`config.mk`:
```
export PLATFORM = sky130hd
export DESIGN_NAME = head_table_lookup
export DESIGN_NICKNAME = d
export VERILOG_FILES = /design/src/rtl/head_table_lookup.sv
export SDC_FILE = /design/constraint.sdc
export NUM_CORES = 2
export LEC_CHECK = 0
export ABC_CLOCK_PERIOD_IN_PS = 14650
export CORE_UTILIZATION = 50
export DETAILED_ROUTE_END_ITERATION = 16
export PLACE_DENSITY = 0.66
export SYNTH_ARGS = -nofsm -noshare
export SYNTH_HDL_FRONTEND = slang
export SYNTH_SLANG_ARGS = --single-unit
```
`constraint.sdc`:
```
create_clock -name clk_i -period 14.65 [get_ports clk_i]
set_input_delay 1.465 -clock clk_i [delete_from_list [all_inputs] [get_ports clk_i]]
set_output_delay 1.465 -clock clk_i [all_outputs]
set_load 0.02 [all_outputs]
```
`src/rtl/head_table_lookup.sv`:
```
// Hash-table front stage: hashes the command key to a bucket, reads the chain head
// from the head table and presents a registered task to the data-table stages.
module head_table_lookup #(
    parameter int KEY_WIDTH      = 32,
    parameter int VALUE_WIDTH    = 16,
    parameter int CMD_WIDTH      = 2,
    parameter int BUCKET_WIDTH   = 8,
    parameter int HEAD_PTR_WIDTH = 8
) (
    input  logic                      clk_i,
    input  logic                      rst_i,
    input  logic [KEY_WIDTH-1:0]      cmd_key_i,
    input  logic [VALUE_WIDTH-1:0]    cmd_value_i,
    input  logic [CMD_WIDTH-1:0]      cmd_cmd_i,
    input  logic                      cmd_valid_i,
    output logic                      cmd_ready_o,
    output logic [KEY_WIDTH-1:0]      task_key_o,
    output logic [VALUE_WIDTH-1:0]    task_value_o,
    output logic [CMD_WIDTH-1:0]      task_cmd_o,
    output logic [BUCKET_WIDTH-1:0]   task_bucket_o,
    output logic [HEAD_PTR_WIDTH-1:0] task_head_ptr_o,
    output logic                      task_head_ptr_val_o,
    output logic                      task_valid_o,
    input  logic                      task_ready_i,
    input  logic                      wr_en_i,
    input  logic [BUCKET_WIDTH-1:0]   wr_bucket_i,
    input  logic [HEAD_PTR_WIDTH-1:0] wr_head_ptr_i,
    input  logic                      wr_head_ptr_val_i,
    output logic                      init_done_o
);
    localparam int DEPTH = 1 << BUCKET_WIDTH;
    localparam int NSL   = (KEY_WIDTH + BUCKET_WIDTH - 1) / BUCKET_WIDTH;

    localparam logic [0:0] INIT_S = 1'b0;
    localparam logic [0:0] RUN_S  = 1'b1;

    logic [0:0]              state_q, state_d;
    logic [BUCKET_WIDTH-1:0] cnt_q, cnt_d;

    // Entry layout: {valid, pointer}
    logic [HEAD_PTR_WIDTH:0] mem [DEPTH];

    logic [NSL*BUCKET_WIDTH-1:0] key_pad;
    logic [BUCKET_WIDTH-1:0]     bucket;
    logic [HEAD_PTR_WIDTH:0]     rd_ent, wr_ent;
    logic                        run, wr_act, accept, consume;

    always_comb begin
        key_pad = '0;
        key_pad[KEY_WIDTH-1:0] = cmd_key_i;
        bucket = '0;
        for (int i = 0; i < NSL; i++) begin
            bucket = bucket ^ key_pad[i*BUCKET_WIDTH +: BUCKET_WIDTH];
        end
    end

    assign run         = (state_q == RUN_S);
    assign init_done_o = run;
    assign cmd_ready_o = run && (!task_valid_o || task_ready_i);
    assign accept      = cmd_valid_i && cmd_ready_o;
    assign consume     = task_valid_o && task_ready_i;
    assign wr_act      = run && wr_en_i;
    assign wr_ent      = {wr_head_ptr_val_i, wr_head_ptr_i};

    // Write-first: a same-edge write to the looked-up bucket wins over the stored entry
    assign rd_ent = (wr_act && (wr_bucket_i == bucket)) ? wr_ent : mem[bucket];

    always_comb begin
        state_d = state_q;
        cnt_d   = cnt_q;
        if (state_q == INIT_S) begin
            cnt_d = cnt_q + 1'b1;
            if (cnt_q == {BUCKET_WIDTH{1'b1}}) state_d = RUN_S;
        end
    end

    always_ff @(posedge clk_i or posedge rst_i) begin
        if (rst_i) begin
            state_q <= INIT_S;
            cnt_q   <= '0;
        end else begin
            state_q <= state_d;
            cnt_q   <= cnt_d;
        end
    end

    // The table has no reset; the INIT sweep clears it instead
    always_ff @(posedge clk_i) begin
        if (state_q == INIT_S) mem[cnt_q] <= '0;
        else if (wr_en_i)      mem[wr_bucket_i] <= wr_ent;
    end

    always_ff @(posedge clk_i or posedge rst_i) begin
        if (rst_i) begin
            task_key_o          <= '0;
            task_value_o        <= '0;
            task_cmd_o          <= '0;
            task_bucket_o       <= '0;
            task_head_ptr_o     <= '0;
            task_head_ptr_val_o <= 1'b0;
            task_valid_o        <= 1'b0;
        end else if (accept) begin
            task_key_o          <= cmd_key_i;
            task_value_o        <= cmd_value_i;
            task_cmd_o          <= cmd_cmd_i;
            task_bucket_o       <= bucket;
            task_head_ptr_o     <= rd_ent[HEAD_PTR_WIDTH-1:0];
            task_head_ptr_val_o <= rd_ent[HEAD_PTR_WIDTH];
            task_valid_o        <= 1'b1;
        end else if (consume) begin
            task_valid_o <= 1'b0;
        end else if (task_valid_o && wr_act && (wr_bucket_i == task_bucket_o)) begin
            // Keep a held task's head coherent with downstream updates
            task_head_ptr_o     <= wr_head_ptr_i;
            task_head_ptr_val_o <= wr_head_ptr_val_i;
        end
    end
endmodule

```
==> impl_metrics.tcl <==
set metrics [dict create \
    netSwitchingFraction 0.236 \
    synth_enable_flop_cells 2304 \
    critPathArrivalTime_ns 7.31 \
    hold_crit_depth 1 \
    path_max_fanout 58 \
    syn-num-nets 4588 \
    power_leakage_nw 27.2 \
    total_congestion_overflow 0 \
    holdBufCountCts 0 \
    pin_count_of_the_biggest_net_entering_global_routing 221 \
    sequential_cell_area_fraction_in_the_yosys_report 0.771 \
    die_h_um 432 \
    route.detailed.drc 0 \
    critPathRequiredTime_ns 15.35 \
    clkLatencyLatePin_ns 0.86 \
    grt_pass1_vias 45800 \
    part_of_the_power_in_the_clock_network 0.401 \
    ctsRootBufferMaster "sky130_fd_sc_hd__clkbuf_16" \
    die_area_sq_mm 0.186 \
    run_status "finished, final reports clean" \
    synth_top_area_cell "sky130_fd_sc_hd__edfxtp_1" \
    design.final.nets 4812 \
    route.vias.total 46600 \
    cts.sink_count 2381 \
    timing.critical_path.slowest_stage_cell "sky130_fd_sc_hd__buf_4" \
    post_synth_inst_count 4515 \
    timing.critical_path.to_type "flip-flop" \
    tritoncts "done" \
    cts.repair.resized 0 \
    floorplan.io_pins 142 \
    core_region_area_sq_mm 0.183 \
    critPathKind "input port to flip-flop" \
    starting_density_of_the_core 0.503 \
    hold_endpoint "task_key_o[5]" \
    worst_ir_drop_vdd_v 0.000133 \
    totalNegativeSetupSlack_ns 0 \
    timing.final.crit_period_ns 6.61 \
    worst_pin_slew_ns 1.29 \
    synth.area.top_cells "sky130_fd_sc_hd__edfxtp_1 (75%), sky130_fd_sc_hd__mux4_2 (14%), sky130_fd_sc_hd__dfrtp_1 (2.1%), sky130_fd_sc_hd__nand2_1 (1.3%), sky130_fd_sc_hd__nor2_1 (1.3%)" \
    hold_path_class "flip-flop to flip-flop" \
    share_of_synthesized_flip_flops_with_an_asynchronous_set_or_reset 0.0323 \
    power.density_mw_per_mm2 139 \
    vias_per_cell 6.30 \
    drt_pre_antenna_iters 5 \
    yosysWarningCount 0 \
    period_share 0.452 \
    p_int_mw 11.1 \
    cap_violations 0 \
    timing.fmax_mhz 151 \
    global_route.usage.total 0.250 \
    numCtsBuffers 229 \
    wire_length_of_the_first_global_routing_pass_um 334000 \
    cts.path.max_buffers 3 \
    detailedRoute.firstIterationViolations 5662 \
    final_layout_size_suffix_gt1_frac 0.217 \
    yosys_most_used_dff "sky130_fd_sc_hd__edfxtp_1" \
    synthDominantCellAreaShare 0.750 \
    place.detailed.hpwl_um 138000 \
    routed_len_inst_um 31.4 \
    sequentialPowerShare 0.507 \
    postSynthRegisterBits 2381 \
    worstPathBufferInverterCount 5 \
    register_area_sq_mm 0.0711 \
    buffer_ports.inserted 141 \
    final_util 0.568 \
    cp_top_family "buffers and inverters" \
    rr_endpoint "mem[253][0]" \
    crit_chain "clkdlybuf4s50_1 > xnor2_1 > xor2_4 > buf_4 > buf_4 > buf_4 > buf_4 > mux4_2 > a22o_1 > a221oi_1 > a2111oi_0 > a21oi_1 > nand4_1" \
    mappedNetlistArea_sq_mm 0.0923 \
    p_sw_mw 3.42 \
    final_max_slew_viol_count 0 \
    maxSlewHeadroom 0.134 \
    fillers 13400 \
    avgSynthCellArea_sq_um 20.4 \
    rsz0062_at_grt "false" \
    gp_routability_congestion 0.830 \
    skew_ns 0.0593 \
    dp_worst_slack_ns 7.10 \
    report.final.hold_viol_count 0 \
    core.rowCount 157 \
    reg2reg_slack_ns 10.07 \
    combPwrFrac 0.092 \
    rr_worst_depth 4 \
    cp_launch_type "input port" \
    fin_worst_hold_slack_ns 0.503 \
    critical_path.max_stage_delay_ns 0.83 \
    multi_input_area_sq_mm 0.0202 \
    cts_htree_levels 4 \
    post_synth_num_cell_types 56 \
    remaining_antenna_violation_count_after_routing 0 \
    antenna_found_initial 6 \
    report.final.setup_viol 0 \
    worst_reg2reg_startpoint "init_done_o" \
    cts.repair_timing.setup_buffer_count 0 \
    flow.area_growth_from_synthesis_pct 12.8 \
    worst_setup_hold_path_clk_slew_ns 0.06 \
    die_x_um 432 \
    most_repeated_library_cell_on_the_critical_path "sky130_fd_sc_hd__buf_4" \
    min_from "task_key_o[5]" \
    drt-total-wl_um 232000 \
    setup_slack_ns 8.04 \
]
## cell usage after synthesis (all sizes together), types with 4 or more instances
cell and instances:
edfxtp 2304, mux4 562, nand2 317, nor2 314, nand3 142, buf 132
clkbuf 102, a22oi 89, dfrtp 77, mux2 51, nand4 50, a21oi 44
o21ai 42, and3 39, o22ai 38, xnor2 35, nor3 27, mux2i 15
a31oi 13, nand3b 12, xor2 11, a32oi 9, inv 8, o211ai 8
xnor3 8, a2111o 7, o221ai 7, or3 7, o31ai 6, a221oi 5
a22o 5, a311oi 4, nand2b 4, o32ai 4
## flip-flops by register name, indices dropped and copies added, names as in the netlist
register	cells
task_bucket_o	8
task_cmd_o	2
init_done_o	1
task_head_ptr_val_o	1
task_valid_o	1
task_key_o	32
task_value_o	16
mem	2304
cnt_q	8
task_head_ptr_o	8
## placed cells by master (no fill, tap or decap), types with 50 or more instances in the layout
cell	instances
sky130_fd_sc_hd__edfxtp_1	2304
sky130_fd_sc_hd__mux4_2	561
sky130_fd_sc_hd__nor2_1	309
sky130_fd_sc_hd__nand2_1	307
sky130_fd_sc_hd__clkbuf_16	229
sky130_fd_sc_hd__nand3_1	141
sky130_fd_sc_hd__clkdlybuf4s50_1	141
sky130_fd_sc_hd__a22oi_1	89
sky130_fd_sc_hd__dfrtp_1	77
sky130_fd_sc_hd__buf_4	76
sky130_fd_sc_hd__clkbuf_1	59
sky130_fd_sc_hd__mux2_2	51
sky130_fd_sc_hd__nand4_1	50
## logic make-up after synthesis
family / count (synthesis) / share of synthesized area
flops: 2381 / 0.771
simple gates: 920 / 0.0432
mux: 628 / 0.145
compound gates: 289 / 0.0214
buf+inv: 242 / 0.0127
xor+xnor: 54 / 0.00677
fa+ha+maj: 1 / 0.000136
## metrics by stage
stage	area [sq um]	cells	power (mW)
6_report	104000	7404	14.5
5_1_grt	104000	7403	14.9
2_1_floorplan	92300	4515	8.34
4_1_cts	104000	7401	14.6
3_3_place_gp	96600	6971	8.83
3_5_place_dp	96600	6972	8.83
## power groups by stage
stage / Combinational, mW / Sequential (mW) / Clock [mW]
final: 1.34 / 7.35 / 5.82
after global placement: 1.34 / 7.50 / 0
after global routing: 1.39 / 7.35 / 6.12
after detailed placement: 1.34 / 7.50 / 0
after floorplan: 0.848 / 7.50 / 0
after CTS: 1.34 / 7.35 / 5.87
## routing by layer
layer,global-route usage,share of wire,vias up
met5,0,0.000056,-
met4,0.0946,0.038,2
met3,0.0521,0.092,417
met2,0.383,0.48,2327
met1,0.357,0.39,24800
li1,-,-,19100
## area by class of cell
class                      instances  area share
antenna                            3   0.0000722
clock buffer                     300      0.0588
clock inverter                   129      0.0122
inverter                           8    0.000301
multi-input combinational       1892       0.195
sequential                      2381       0.684
tap                             2464      0.0296
timing repair buffer             227      0.0209
## how the worst max path moves through the flow
| stage | start | to | cells past startpoint |
|---|---|---|---|
| 6_report | cmd_key_i[1] | task_head_ptr_val_o | 13 |
| 5_1_grt | cmd_key_i[1] | task_head_ptr_val_o | 13 |
| 4_1_cts | cmd_key_i[1] | task_head_ptr_val_o | 13 |
| 3_5_place_dp | cmd_key_i[1] | task_head_ptr_val_o | 13 |
| 3_3_place_gp | cmd_key_i[1] | task_head_ptr_val_o | 13 |
| 2_1_floorplan | wr_en_i | mem[0][0] | 2 |
Note: power is estimated with default switching activity, not from simulation.
